[config.mk]
export PLATFORM = sky130hd
export DESIGN_NAME = wb_uart_flat
export DESIGN_NICKNAME = d
export VERILOG_FILES = /design/src/rtl/wb_uart_if.sv /design/src/rtl/wb_uart.sv /design/src/flat_wrapper.sv
export SDC_FILE = /design/constraint.sdc
export NUM_CORES = 1
export LEC_CHECK = 0
export ABC_AREA = 1
export BUFFER_PORTS_ARGS = -buffer_cell sky130_fd_sc_hd__clkbuf_2
export CAP_MARGIN = 20
export CORE_MARGIN = 2
export CORE_UTILIZATION = 60
export CTS_CLUSTER_DIAMETER = 50
export DETAILED_ROUTE_END_ITERATION = 6
export PLACE_DENSITY = 0.84
export RECOVER_POWER = 100
export SLEW_MARGIN = 5
export SYNTH_ARGS = -nofsm -noshare
export SYNTH_HDL_FRONTEND = slang
export SYNTH_SLANG_ARGS = --single-unit
[constraint.sdc]
create_clock -name clk_i -period 7.1 [get_ports clk_i]
set_input_delay 0.71 -clock clk_i [delete_from_list [all_inputs] [get_ports clk_i]]
set_output_delay 0.71 -clock clk_i [all_outputs]
set_load 0.01 [all_outputs]
[src/rtl/wb_uart_if.sv]
// rtl/wb_uart_if.sv - Wishbone B3 classic bus bundle between interconnect and wb_uart
interface wb_uart_if;
    logic [31:0] wb_adr_i;
    logic [31:0] wb_dat_i;
    logic [31:0] wb_dat_o;
    logic [1:0]  wb_sel_i;
    logic        wb_we_i;
    logic        wb_cyc_i;
    logic        wb_stb_i;
    logic        wb_ack_o;

    modport slave (
        input  wb_adr_i, wb_dat_i, wb_sel_i, wb_we_i, wb_cyc_i, wb_stb_i,
        output wb_dat_o, wb_ack_o
    );

    modport master (
        output wb_adr_i, wb_dat_i, wb_sel_i, wb_we_i, wb_cyc_i, wb_stb_i,
        input  wb_dat_o, wb_ack_o
    );
endinterface

[src/rtl/wb_uart.sv]
// rtl/wb_uart.sv - Wishbone UART, 8N1 TX through a FIFO; receiver built only with MUSKOKA_UART_RX_EN
module wb_uart #(
    parameter int          TX_DEPTH_LOG2 = 3,
    parameter logic [15:0] DIV_RESET     = 16'd434
) (
    input  logic     clk_i,
    input  logic     rst_i,
    wb_uart_if.slave wb,
    output logic     tx_o,
    input  logic     rx_i,
    output logic     irq_o
);
    localparam int DEPTH = 1 << TX_DEPTH_LOG2;
    localparam logic [TX_DEPTH_LOG2:0] FULL_COUNT = {1'b1, {TX_DEPTH_LOG2{1'b0}}};

    typedef enum logic [1:0] {TX_IDLE, TX_START, TX_DATA, TX_STOP} tx_state_t;

    // Bus decode; register side effects happen only while ack is high
    logic        bus_req, ack_q, wr_cycle, rd_cycle;
    logic [1:0]  reg_sel;
    logic [31:0] rd_mux, rd_data_q;
    logic [15:0] div_q;

    assign bus_req  = wb.wb_cyc_i & wb.wb_stb_i;
    assign reg_sel  = wb.wb_adr_i[3:2];
    assign wr_cycle = ack_q & bus_req & wb.wb_we_i;
    assign rd_cycle = ack_q & bus_req & ~wb.wb_we_i;
    assign wb.wb_ack_o = ack_q;
    assign wb.wb_dat_o = rd_data_q;

    // TX FIFO state
    logic [7:0]               fifo_mem [DEPTH];
    logic [TX_DEPTH_LOG2-1:0] wr_ptr_q, rd_ptr_q;
    logic [TX_DEPTH_LOG2:0]   count_q;
    logic                     tx_full, tx_empty, push_req, push, pop;

    assign tx_full  = (count_q == FULL_COUNT);
    assign tx_empty = (count_q == '0);
    assign push_req = wr_cycle & (reg_sel == 2'd0);
    // A pop in the same cycle frees a slot, so a push at full is still taken
    assign push     = push_req & (~tx_full | pop);

    // TX serialiser state
    tx_state_t   tx_state_q, tx_state_d;
    logic [15:0] baud_q, baud_d;
    logic [2:0]  bit_idx_q, bit_idx_d;
    logic [7:0]  shift_q, shift_d;
    logic        bit_end, tx_busy;

    assign bit_end = (baud_q == 16'd0);
    assign tx_busy = (tx_state_q != TX_IDLE);

    // Receiver results seen by the register file
    logic [7:0] rx_byte;
    logic       rx_valid, rx_overrun;

    // Read data mux, sampled in the request cycle so it is stable during ack
    always_comb begin
        rd_mux = 32'd0;
        case (reg_sel)
            2'd1:    rd_mux = {24'd0, rx_byte};
            2'd2:    rd_mux = {27'd0, tx_busy, rx_overrun, rx_valid, tx_empty, tx_full};
            2'd3:    rd_mux = {16'd0, div_q};
            default: rd_mux = 32'd0;
        endcase
    end

    // Single-cycle ack and registered read data
    always_ff @(posedge clk_i or negedge rst_i) begin
        if (!rst_i) begin
            ack_q     <= 1'b0;
            rd_data_q <= 32'd0;
        end else begin
            ack_q <= bus_req & ~ack_q;
            if (bus_req & ~ack_q) begin
                rd_data_q <= rd_mux;
            end
        end
    end

    // Baud divisor; zero would stall the bit counter so it is clamped to one
    always_ff @(posedge clk_i or negedge rst_i) begin
        if (!rst_i) begin
            div_q <= DIV_RESET;
        end else if (wr_cycle && reg_sel == 2'd3) begin
            div_q <= (wb.wb_dat_i[15:0] == 16'd0) ? 16'd1 : wb.wb_dat_i[15:0];
        end
    end

    // FIFO storage needs no reset; only the pointers define its contents
    always_ff @(posedge clk_i) begin
        if (push) begin
            fifo_mem[wr_ptr_q] <= wb.wb_dat_i[7:0];
        end
    end

    // FIFO pointers and occupancy
    always_ff @(posedge clk_i or negedge rst_i) begin
        if (!rst_i) begin
            wr_ptr_q <= '0;
            rd_ptr_q <= '0;
            count_q  <= '0;
        end else begin
            if (push) wr_ptr_q <= wr_ptr_q + TX_DEPTH_LOG2'(1);
            if (pop)  rd_ptr_q <= rd_ptr_q + TX_DEPTH_LOG2'(1);
            case ({push, pop})
                2'b10:   count_q <= count_q + (TX_DEPTH_LOG2 + 1)'(1);
                2'b01:   count_q <= count_q - (TX_DEPTH_LOG2 + 1)'(1);
                default: count_q <= count_q;
            endcase
        end
    end

    // TX state register
    always_ff @(posedge clk_i or negedge rst_i) begin
        if (!rst_i) begin
            tx_state_q <= TX_IDLE;
            baud_q     <= 16'd0;
            bit_idx_q  <= 3'd0;
            shift_q    <= 8'd0;
        end else begin
            tx_state_q <= tx_state_d;
            baud_q     <= baud_d;
            bit_idx_q  <= bit_idx_d;
            shift_q    <= shift_d;
        end
    end

    // TX next state; the divisor is reloaded at each bit boundary and the
    // stop bit chains straight into the next start bit when data is waiting
    always_comb begin
        tx_state_d = tx_state_q;
        baud_d     = baud_q;
        bit_idx_d  = bit_idx_q;
        shift_d    = shift_q;
        pop        = 1'b0;
        case (tx_state_q)
            TX_IDLE: begin
                if (!tx_empty) begin
                    pop        = 1'b1;
                    shift_d    = fifo_mem[rd_ptr_q];
                    baud_d     = div_q - 16'd1;
                    tx_state_d = TX_START;
                end
            end
            TX_START: begin
                if (bit_end) begin
                    baud_d     = div_q - 16'd1;
                    bit_idx_d  = 3'd0;
                    tx_state_d = TX_DATA;
                end else begin
                    baud_d = baud_q - 16'd1;
                end
            end
            TX_DATA: begin
                if (bit_end) begin
                    baud_d    = div_q - 16'd1;
                    shift_d   = {1'b0, shift_q[7:1]};
                    bit_idx_d = bit_idx_q + 3'd1;
                    if (bit_idx_q == 3'd7) begin
                        tx_state_d = TX_STOP;
                    end
                end else begin
                    baud_d = baud_q - 16'd1;
                end
            end
            TX_STOP: begin
                if (bit_end) begin
                    if (!tx_empty) begin
                        pop        = 1'b1;
                        shift_d    = fifo_mem[rd_ptr_q];
                        baud_d     = div_q - 16'd1;
                        tx_state_d = TX_START;
                    end else begin
                        tx_state_d = TX_IDLE;
                    end
                end else begin
                    baud_d = baud_q - 16'd1;
                end
            end
            default: tx_state_d = TX_IDLE;
        endcase
    end

    // Line level follows the state directly, so reset forces idle-high at once
    always_comb begin
        tx_o = 1'b1;
        case (tx_state_q)
            TX_START: tx_o = 1'b0;
            TX_DATA:  tx_o = shift_q[0];
            default:  tx_o = 1'b1;
        endcase
    end

    // Registered interrupt level
    always_ff @(posedge clk_i or negedge rst_i) begin
        if (!rst_i) begin
            irq_o <= 1'b1;
        end else begin
            irq_o <= tx_empty | rx_valid;
        end
    end

`ifdef MUSKOKA_UART_RX_EN
    typedef enum logic [1:0] {RX_IDLE, RX_START, RX_DATA, RX_STOP} rx_state_t;

    logic        rx_s1_q, rx_s2_q, rx_prev_q, rx_done;
    rx_state_t   rx_state_q, rx_state_d;
    logic [15:0] rx_cnt_q, rx_cnt_d;
    logic [2:0]  rx_idx_q, rx_idx_d;
    logic [7:0]  rx_sh_q, rx_sh_d, rx_byte_q;
    logic        rx_valid_q, rx_overrun_q;
    logic        unused_bits;

    assign rx_byte    = rx_byte_q;
    assign rx_valid   = rx_valid_q;
    assign rx_overrun = rx_overrun_q;
    assign unused_bits = &{1'b0, wb.wb_sel_i, wb.wb_adr_i[31:4], wb.wb_adr_i[1:0],
                           wb.wb_dat_i[31:16]};

    // Input synchroniser, edge history and RX state register
    always_ff @(posedge clk_i or negedge rst_i) begin
        if (!rst_i) begin
            rx_s1_q    <= 1'b1;
            rx_s2_q    <= 1'b1;
            rx_prev_q  <= 1'b1;
            rx_state_q <= RX_IDLE;
            rx_cnt_q   <= 16'd0;
            rx_idx_q   <= 3'd0;
            rx_sh_q    <= 8'd0;
        end else begin
            rx_s1_q    <= rx_i;
            rx_s2_q    <= rx_s1_q;
            rx_prev_q  <= rx_s2_q;
            rx_state_q <= rx_state_d;
            rx_cnt_q   <= rx_cnt_d;
            rx_idx_q   <= rx_idx_d;
            rx_sh_q    <= rx_sh_d;
        end
    end

    // RX next state: half a bit to mid-start, then one full bit per sample
    always_comb begin
        rx_state_d = rx_state_q;
        rx_cnt_d   = rx_cnt_q;
        rx_idx_d   = rx_idx_q;
        rx_sh_d    = rx_sh_q;
        rx_done    = 1'b0;
        case (rx_state_q)
            RX_IDLE: begin
                if (rx_prev_q && !rx_s2_q) begin
                    rx_cnt_d   = {1'b0, div_q[15:1]};
                    rx_state_d = RX_START;
                end
            end
            RX_START: begin
                if (rx_cnt_q == 16'd0) begin
                    rx_cnt_d   = div_q - 16'd1;
                    rx_idx_d   = 3'd0;
                    rx_state_d = rx_s2_q ? RX_IDLE : RX_DATA;
                end else begin
                    rx_cnt_d = rx_cnt_q - 16'd1;
                end
            end
            RX_DATA: begin
                if (rx_cnt_q == 16'd0) begin
                    rx_cnt_d = div_q - 16'd1;
                    rx_sh_d  = {rx_s2_q, rx_sh_q[7:1]};
                    rx_idx_d = rx_idx_q + 3'd1;
                    if (rx_idx_q == 3'd7) begin
                        rx_state_d = RX_STOP;
                    end
                end else begin
                    rx_cnt_d = rx_cnt_q - 16'd1;
                end
            end
            RX_STOP: begin
                if (rx_cnt_q == 16'd0) begin
                    rx_done    = rx_s2_q;
                    rx_state_d = RX_IDLE;
                end else begin
                    rx_cnt_d = rx_cnt_q - 16'd1;
                end
            end
            default: rx_state_d = RX_IDLE;
        endcase
    end

    // Received byte holding register; a new byte wins over a same-cycle clear
    always_ff @(posedge clk_i or negedge rst_i) begin
        if (!rst_i) begin
            rx_byte_q    <= 8'd0;
            rx_valid_q   <= 1'b0;
            rx_overrun_q <= 1'b0;
        end else begin
            if (rx_done) begin
                rx_byte_q  <= rx_sh_q;
                rx_valid_q <= 1'b1;
            end else if (rd_cycle && reg_sel == 2'd1) begin
                rx_valid_q <= 1'b0;
            end
            if (rx_done && rx_valid_q) begin
                rx_overrun_q <= 1'b1;
            end else if (rd_cycle && reg_sel == 2'd2) begin
                rx_overrun_q <= 1'b0;
            end
        end
    end
`else
    logic unused_bits;

    assign rx_byte    = 8'd0;
    assign rx_valid   = 1'b0;
    assign rx_overrun = 1'b0;
    assign unused_bits = &{1'b0, wb.wb_sel_i, wb.wb_adr_i[31:4], wb.wb_adr_i[1:0],
                           wb.wb_dat_i[31:16], rx_i, rd_cycle};
`endif

endmodule

[src/flat_wrapper.sv]
// flat-port wrapper written by rule: the top's interface ports become plain ports
module wb_uart_flat 
#(
    parameter int          TX_DEPTH_LOG2 = 3,
    parameter logic [15:0] DIV_RESET     = 16'd434
)
  (clk_i, rst_i, tx_o, rx_i, irq_o, wb_wb_adr_i, wb_wb_dat_i, wb_wb_sel_i, wb_wb_we_i, wb_wb_cyc_i, wb_wb_stb_i, wb_wb_dat_o, wb_wb_ack_o);
  wb_uart_if wb_i ();
  input  logic clk_i;
  input  logic rst_i;
  output logic tx_o;
  input  logic rx_i;
  output logic irq_o;
  input wire logic [$bits(wb_i.wb_adr_i)-1:0] wb_wb_adr_i;
  input wire logic [$bits(wb_i.wb_dat_i)-1:0] wb_wb_dat_i;
  input wire logic [$bits(wb_i.wb_sel_i)-1:0] wb_wb_sel_i;
  input wire logic [$bits(wb_i.wb_we_i)-1:0] wb_wb_we_i;
  input wire logic [$bits(wb_i.wb_cyc_i)-1:0] wb_wb_cyc_i;
  input wire logic [$bits(wb_i.wb_stb_i)-1:0] wb_wb_stb_i;
  output wire logic [$bits(wb_i.wb_dat_o)-1:0] wb_wb_dat_o;
  output wire logic [$bits(wb_i.wb_ack_o)-1:0] wb_wb_ack_o;
  assign wb_i.wb_adr_i = wb_wb_adr_i;
  assign wb_i.wb_dat_i = wb_wb_dat_i;
  assign wb_i.wb_sel_i = wb_wb_sel_i;
  assign wb_i.wb_we_i = wb_wb_we_i;
  assign wb_i.wb_cyc_i = wb_wb_cyc_i;
  assign wb_i.wb_stb_i = wb_wb_stb_i;
  assign wb_wb_dat_o = wb_i.wb_dat_o;
  assign wb_wb_ack_o = wb_i.wb_ack_o;
  wb_uart #(.TX_DEPTH_LOG2(TX_DEPTH_LOG2), .DIV_RESET(DIV_RESET)) u_core (.clk_i(clk_i), .rst_i(rst_i), .wb(wb_i), .tx_o(tx_o), .rx_i(rx_i), .irq_o(irq_o));
endmodule
**Yosys cells after proc, flatten, opt, wreduce, memory -nomap -nowiden**

Memory sizes are Yosys's and may differ from the RTL's.
Cells that the tools add are included.
Widths: inputs -> output; s select.

- Flip-flop bits (word level): 89
- Latch bits: 0
- Memory bits (writable): 64
- Memory bits (read-only): 0
- Output and inout bits: 35
- Logic and storage cells: 83
- Memories kept: 1

Memory list:

| name | depth | bits a word | read ports | clocked after memory_dff | write ports | line | text |
|---|---|---|---|---|---|---|---|
| u_core.fifo_mem | 8 | 8 | 1 | 0 | 1 | wb_uart.sv:32 | `logic [7:0] fifo_mem [DEPTH];` |

- Add/sub/neg operators: 7
- Multiply operators: 0
- Divide/modulo/power cells: 0
- Magnitude comparators: 0
- Equal/unequal tests: 14
- Shift operators: 0
- Muxes and demuxes: 27
- Bitwise operators: 9
- Reductions and logical operators: 14

Operators by type and width:

| kind | number |
|---|---|
| $mux 16 | 4 |
| $pmux 16 s3 | 1 |
| $logic_not 16->1 | 2 |
| $pmux 16 s2 | 1 |
| $sub 16x1->16 const B | 2 |
| $mux 8 | 3 |
| $pmux 8 s3 | 1 |
| $eq 2x2->1 const B | 5 |
| $mux 2 | 5 |
| $add 3x1->3 const B | 3 |
| $ne 2x1->1 const B | 4 |
| $pmux 2 s4 | 1 |
| $pmux 4 s2 | 1 |
| $and 1x1->1 | 6 |
| $mux 3 | 2 |
| $pmux 3 s2 | 1 |
| $reduce_and 3->1 | 2 |
| $reduce_bool 2->1 | 3 |
| $mux 1 | 5 |
| $reduce_and 5->1 | 1 |
| $add 4x1->4 const B | 1 |
| $eq 2x1->1 const B | 2 |
| $eq 4x4->1 const B | 1 |
| $logic_not 2->1 | 2 |
| 10 further kinds | 12 |

**Depth between registers and ports, before layout**

Gate-level depths: netlist of the first run.

- Depth after elaboration: 8
- Depth in mapped cells: 19
- Mapped depth without buffers: 19

**Worst setup path after synthesis of the first run**

Ideal clock, no wire load.

- Path kind: input to register
- Start point: input wb_wb_cyc_i
- End point: register u_core.count_q[3]
- Library setup time: 0.117 ns
- Data arrival time: 2.490 ns
- Path slack: 4.493 ns
- Stages on the path: 15
- Path buffers: 0
- Path through: nand2_1 > nor2_1 > nand3_1 > nand3_1 > inv_1 > ha_1 > nand2_1 > nand2_1 > a31o_2 > nand4_1 > nand2_1 > inv_1 > nand2_1 > nand2_1 > nand2_1

- Cells in the longest elaborated chain, start to end: 7

RTL lines:

| item | line | text |
|---|---|---|
| from (decl) | flat_wrapper.sv:18 | `input wire logic [$bits(wb_i.wb_cyc_i)-1:0] wb_wb_cyc_i;` |
| $and 1x1->1 * | wb_uart.sv:24 | `assign bus_req = wb.wb_cyc_i & wb.wb_stb_i;` |
| $and 1x1->1 * (2 in a row) | wb_uart.sv:26 | `assign wr_cycle = ack_q & bus_req & wb.wb_we_i;` |
| $and 1x1->1 * | wb_uart.sv:39 | `assign push_req = wr_cycle & (reg_sel == 2'd0);` |
| $and 1x1->1 * | wb_uart.sv:41 | `assign push = push_req & (~tx_full \| pop);` |
| $eq 2x1->1 / $eq 2x2->1 (equally long branches) | wb_uart.sv:106 | `case ({push, pop})` |
| $pmux 4 s2 / $reduce_bool 2->1 (equally long branches) | -- |  |
| to (signal assigned) | wb_uart.sv:107 | `2'b10: count_q <= count_q + (TX_DEPTH_LOG2 + 1)'(1);` |
| to (signal assigned) | wb_uart.sv:108 | `2'b01: count_q <= count_q - (TX_DEPTH_LOG2 + 1)'(1);` |
| to (signal assigned) | wb_uart.sv:109 | `default: count_q <= count_q;` |
| to (decl) | wb_uart.sv:34 | `logic [TX_DEPTH_LOG2:0] count_q;` |

Mark *: on every way between the ends. The rest lies on a longest branch, timed or not.
A chain may end at the register's enable or synchronous reset.

**Final worst setup path of the first run**

- Start point: register u_core.baud_q[0]
- End point: register u_core.shift_q[5]

- Cells in the longest elaborated chain, start to end: 3

RTL lines:

| item | line | text |
|---|---|---|
| from (decl) | wb_uart.sv:45 | `logic [15:0] baud_q, baud_d;` |
| from (signal assigned) | wb_uart.sv:123 | `baud_q <= baud_d;` |
| $logic_not 16->1 * | wb_uart.sv:50 | `assign bit_end = (baud_q == 16'd0);` |
| $ne 2x1->1 (no line) | -- |  |
| $reduce_and 3->1 (no line) * | -- |  |
| to (signal assigned) | wb_uart.sv:125 | `shift_q <= shift_d;` |
| to (decl) | wb_uart.sv:47 | `logic [7:0] shift_q, shift_d;` |

Marks and branches as above.

==> results of run 1 <==
-- cells in the mapped netlist, drive strengths merged (2+ instances only) --
cell and number:
nand2 186, nor2 114, o21ai 89, nand3 76
dfrtp 67, edfxtp 64, inv 53, a21oi 28
clkbuf 25, buf 23, o22ai 17, ha 13
xor2 13, a31o 8, nand4 8, xnor2 7
dfstp 6, a31oi 4, clkinv 4, nor4 4
or2 4, nor3 3, and2 2, o31ai 2
-- critical path: stages, from the launching register on --
cell     delay (ns)
dfrtp_1        0.41
inv_1          0.09
ha_1           0.22
nand3_1        0.23
nor3_1         1.80
inv_1          0.86
o31ai_4        0.94
nor2_1         0.12
a21oi_1        0.16
-- power groups by stage --
stage / clock (mW) / sequential (mW) / combinational, mW
global placement: 0 / 0.901 / 0.153
detailed placement: 0 / 0.902 / 0.158
global route: 0.947 / 0.892 / 0.185
CTS: 0.917 / 0.888 / 0.162
floorplan: 0 / 0.898 / 0.111
finish: 0.908 / 0.889 / 0.160
-- layer usage --
metal,share of wire,routed length (µm),global-route usage
met1,0.43,7080,0.3914
met2,0.47,7749,0.4347
met3,0.088,1459,0.05249
met4,0.013,218,0.1089
met5,0,0,0
-- worst min path at each step --
stage	start	end	slack (ns)
floorplan	rst_i	u_core.baud_q[0]	0.41
global placement	u_core.bit_idx_q[2]	u_core.bit_idx_q[2]	0.47
detailed placement	u_core.bit_idx_q[1]	u_core.bit_idx_q[1]	0.48
CTS	rst_i	u_core.bit_idx_q[1]	0.47
global route	wb_wb_dat_i[8]	u_core.div_q[8]	0.50
finish	u_core.bit_idx_q[1]	u_core.bit_idx_q[1]	0.49
-- cells by family after synthesis --
kind of cell / count (synthesis)
and+or+nand+nor: 397
AOI/OAI and AO/OA: 151
DFF: 137
buffers and inverters: 105
xor gates and xnor gates: 20
adders and majority gates: 14
other: 1
-- sequential cells by signal, summed over array words and instances (netlist names) --
| register | cells |
|---|---|
| u_core.tx_state_q | 2 |
| u_core.fifo_mem | 64 |
| u_core.shift_q | 8 |
| u_core.wr_ptr_q | 3 |
| u_core.div_q | 16 |
| u_core.bit_idx_q | 3 |
| u_core.rd_ptr_q | 3 |
| u_core.wb.wb_ack_o | 1 |
| u_core.baud_q | 16 |
| u_core.count_q | 4 |
| u_core.irq_o | 1 |
| u_core.wb.wb_dat_o | 16 |
-- layout make-up --
| type | count | area [µm²] | share of cell area |
|---|---|---|---|
| Timing Repair Buffer | 43 | 180.2 | 0.02293 |
| Clock inverter | 15 | 181.4 | 0.02309 |
| Sequential cell | 137 | 3756 | 0.4779 |
| Inverter | 57 | 224.0 | 0.02850 |
| Clock buffer | 17 | 425.4 | 0.05413 |
| Multi-Input combinational cell | 598 | 2913 | 0.3706 |
| Tap cell | 143 | 178.9 | 0.02277 |
-- metrics by stage --
step	hold slack, ns	setup slack [ns]	total power [mW]
final	0.4878	2.161	1.957
after global routing	0.5012	1.821	2.024
after CTS	0.4705	3.520	1.966
after detailed placement	0.4784	3.154	1.060
after global placement	0.4705	3.257	1.054
after floorplan	0.4144	4.493	1.008
==> flow_summary.ini, run 1 <==
[status]
status = finished, violations left
violations = design-rule violations, max-capacitance violations, max-slew violations

[finish]
final_nets = 940
diodes = 0
nFillCells = 863
fin_cells = 1010
final_cell_mix = 185 x nand2_1, 110 x nor2_1, 89 x o21ai_0
area_delta_synth_final_pct = 10.04
final_util = 0.6824
layout-drive-gt1-share = 0.08304
layout_commonest_cell = nand2_1
postLayoutCellArea_um2 = 7859

[sta]
tightest_slew_ns = 4.024
fin_tns_setup_ns = 0
setup_violations = 0
final_hold_viol_count = 0
timing.final.crit_share = 0.6956
finalMaxSlewViolations = 95
rsz0062_at_grt = no
max_freq_mhz = 202.5
max_slew_margin = -1.683
period_minus_slack_ns = 4.939
fin_skew_ns = 0.007768

[die]
num_rows = 39
die_area_um2 = 12790
core_area_um2 = 11520
fp.dieW_um = 113.1
die_y_um = 113.1
pin_count = 107
start_util = 0.6202

[drt]
drt-total-wl_um = 16510
drt-initial-drc-count = 568
vias = 5930
ant_nets = 0
avgRoutedWirePerCell_um = 16.34
via_per_inst = 5.871
firstDrtPassIters = 7
drc_errors = 2

[clock_tree]
cts_root_buf = clkbuf_16
numCtsBuffers = 17
cts_tree = built
cts_sinks = 137
cts_htree_levels = 4
clock_latency_ns = 0.42
ctsResizeCount = 0
clockBufferDepth = 2
cts.clk_slew.worst_paths_ns = 0.06
hold_buffers = 0
post-cts-setup-buffer-count = 0

[hold_path]
hold_class = flip-flop to flip-flop
min_path_cells = 2

[grt]
track_usage = 0.2785
antenna_found_initial = 0
grt_max_degree = 74
overflow = 0
grt_pass1_vias = 5740
grt_pass1_wl_um = 27790

[power_and_ir_drop]
switching_power_mw = 0.5149
power.internal_mw = 1.442
p_seq_frac = 0.454
comb_power_share = 0.082
cellPowerDensity_nw_per_um2 = 249.0
switching_share = 0.2632
p_leak_nw = 3.413
ir_drop_mv = 0.2392
clock_power_share = 0.464

[placed_design]
dp_hpwl_um = 10790
dpl.cell_count = 977
place_area_um2 = 7330
port_buffers = 41
gp_congestion = 0.9048

[logic_synthesis]
yosys_warnings = 0
synth_top_family_by_area = simple AND/OR/NAND/NOR gates
syn_area_per_cell_um2 = 8.657
synth.cell_area_um2 = 7142
yosys-top-cells-area = edfxtp_1 27%, dfrtp_1 23%, nand2_1 9.6%
ys_seq_elements = 137
synth_edf_count = 64
synthFlopType = dfrtp_1
muxShareOfSynthArea = 0
syn_inst = 825
yosysTopAreaCellShare = 0.2691
synth_xor_area_frac = 0.02453
yosys.area.top_type = edfxtp_1
synth_compound_area_frac = 0.1186
ys_types = 44
yosys.area_share.adder = 0.02558
synth-simple-area-share = 0.2367
ys_seq_area_frac = 0.5259
async_flop_share = 0.5328

[critical_path]
start_kind = flip-flop
worstReg2RegStart = u_core.baud_q[0]
r2r_cells = 8
cp-endpoint = u_core.shift_q[5]
rr_endpoint = u_core.shift_q[5]
startpoint = u_core.baud_q[0]
cp-end-kind = flip-flop
path_max_fanout = 20
path_class = flip-flop to flip-flop
cp.arrival_ns = 5.28
r2r_setup_slack_ns = 2.16
required_ns = 7.44

[job]
cap_violations = 2
Power figures use the tool's default switching activity.
==> run 2: changes to the inputs <==
CORE_UTILIZATION = 52   (was 60)
PLACE_DENSITY = 0.78   (was 0.84)
clock period = 4.2 ns   (was 7.1 ns; I/O delays follow)
==> run 2 against run 1 <==
  * The flow finishes with violations (max-capacitance violations, max-slew violations)
  * Non-clock buffer count grew 5
  * Die area rose by 15%
  * Hold slack got worse by 0.27 ns
  * Via count shrank 1.4%
  * Design area increased by 0.68%
  * Register-to-register slack got worse by 1.4 ns
  * First-iteration DRC count decreased by 7.9%
  * Cell count is 3.8% higher
  * Critical endpoint is now u_core.shift_q[0]
  * Power is 64% higher
  * Utilization fell by 9.0 points
  * Largest power group is now sequential cells
  * Combinational power up 68%
==> flow_summary.ini, run 2 (synthesized netlist as in run 1, its figures left out) <==
[status]
status = finished, violations left
violations = max-capacitance violations, max-slew violations

[sta]
fin_skew_ns = 0.006964
fin_ws_ns = 0.7487
tightest_slew_ns = 1.869
period_minus_slack_ns = 3.451
holdWs_ns = 0.2175
final_hold_viol_count = 0
rsz0062_at_grt = no
fin_tns_setup_ns = 0
finalMaxSlewViolations = 74
max_freq_mhz = 289.7
timing.final.crit_share = 0.8217
setup_violations = 0
max_slew_margin = -0.2460

[clock_tree]
numCtsBuffers = 17
hold_buffers = 0
post-cts-setup-buffer-count = 0
cts_root_buf = clkbuf_16
cts_htree_levels = 4
clockBufferDepth = 2
ctsResizeCount = 0
clock_latency_ns = 0.43
cts.clk_slew.worst_paths_ns = 0.07
cts_tree = built
cts_sinks = 137

[die]
start_util = 0.5351
core_area_um2 = 13350
pin_count = 107
die_y_um = 121.2
fp.dieW_um = 121.2
num_rows = 42
die_area_um2 = 14690

[placed_design]
gp_congestion = 0.8657
preCtsSetupSlack_ns = 1.104
dp_hpwl_um = 10860
port_buffers = 41

[power_and_ir_drop]
p_leak_nw = 3.413
cellPowerDensity_nw_per_um2 = 405.5
ir_drop_mv = 0.2515

[job]
cap_violations = 1

[critical_path]
path_delay_family = simple AND/OR/NAND/NOR gates
start_kind = flip-flop
cp.arrival_ns = 3.72
startpoint = u_core.baud_q[0]
required_ns = 4.47
crit_buf_inv = 3
path_cells = inv_1, ha_1, nand3_1, nor3_4, clkbuf_1, nor2_1, clkinvlp_2, nand2_4, o31ai_4, nor2_1, a21oi_1
cp-end-kind = flip-flop
timing.critical_path.mode_cell = nor2_1
path_class = flip-flop to flip-flop
path_max_fanout = 20
slowest_stage = nor2_1
slowest_delay_ns = 0.73
worstReg2RegStart = u_core.baud_q[0]

[drt]
vias = 5849
ant_nets = 0
via_per_inst = 5.581
drt-total-wl_um = 16370
drt-initial-drc-count = 523
avgRoutedWirePerCell_um = 15.62
drc_errors = 0
firstDrtPassIters = 6

[grt]
grt_pass1_vias = 5447
grt_pass1_wl_um = 26940
overflow = 0
grt_max_degree = 74
antenna_found_initial = 0
track_usage = 0.2384

[finish]
diodes = 0
final_util = 0.5928
largest_reg_flops = 64
largest_register = u_core.fifo_mem
final_nets = 945
area_delta_synth_final_pct = 10.79
layout-drive-gt1-share = 0.09289
final_cell_mix = 184 x nand2_1, 109 x nor2_1, 89 x o21ai_0
layout_commonest_cell = nand2_1

[hold_path]
hold_class = input port to flip-flop
worst_hold_startpoint = wb_wb_dat_i[8]
-- run 2: cell types whose count changed in the layout (fill, tap and decap cells not counted), moves of 2 or more --
cell        change
clkinv_4        -2
bufinv_16       -2
clkinv_8        +2
buf_4           +2
clkbuf_2        +2
inv_6           -2
clkinvlp_2      +2
-- run 2: area by class of cell --
| class | count | area (µm²) |
|---|---|---|
| Multi-Input combinational cell | 598 | 2933 |
| Clock buffer | 17 | 425.4 |
| Clock inverter | 15 | 152.6 |
| Sequential cell | 137 | 3756 |
| Inverter | 57 | 216.5 |
| Fill cell | 1156 | 5435 |
| Timing Repair Buffer | 48 | 209.0 |
| Tap cell | 176 | 220.2 |
-- run 2: final timing paths --
| check | to | slack, ns | cells after the start |
|---|---|---|---|
| min in group asynchronous | u_core.bit_idx_q[0] | 0.48 | 1 |
| max reg2reg | u_core.shift_q[0] | 0.75 | 11 |
| min reg2reg | u_core.bit_idx_q[1] | 0.49 | 2 |
| max in group asynchronous | u_core.wb.wb_dat_o[8] | 2.59 | 1 |
| min | u_core.div_q[8] | 0.22 | 3 |
| max | u_core.shift_q[0] | 0.75 | 11 |
-- run 2: power by group --
| group | switching, mW | internal [mW] | leakage (nW) |
|---|---|---|---|
| sequential | 0.0482 | 1.45 | 1.48 |
| combinational | 0.182 | 0.0862 | 1.65 |
| clock | 0.651 | 0.790 | 0.280 |
-- run 2: metal layers --
metal	part of all wire	vias to the layer above	routed length, µm	track usage
met1	0.45	2741	7296	0.3315
met3	0.078	32	1277	0.06297
met2	0.45	250	7433	0.3564
li1	-	2826	-	-
met4	0.022	0	360	0.09842
met5	0	-	0	0
-- run 2: tightest hold or removal path, stage by stage --
cell	delay [ns]
clkbuf_2	0.10
nand3_1	0.08
nand2_1	0.05
-- run 2: per-stage QoR --
step / area, µm² / total power, mW / instances
finish: 7913 / 3.209 / 1048
CTS: 7994 / 3.235 / 1048
global placement: 7416 / 1.788 / 1016
floorplan: 7198 / 1.705 / 840
global route: 7913 / 3.342 / 1048
detailed placement: 7416 / 1.796 / 1016
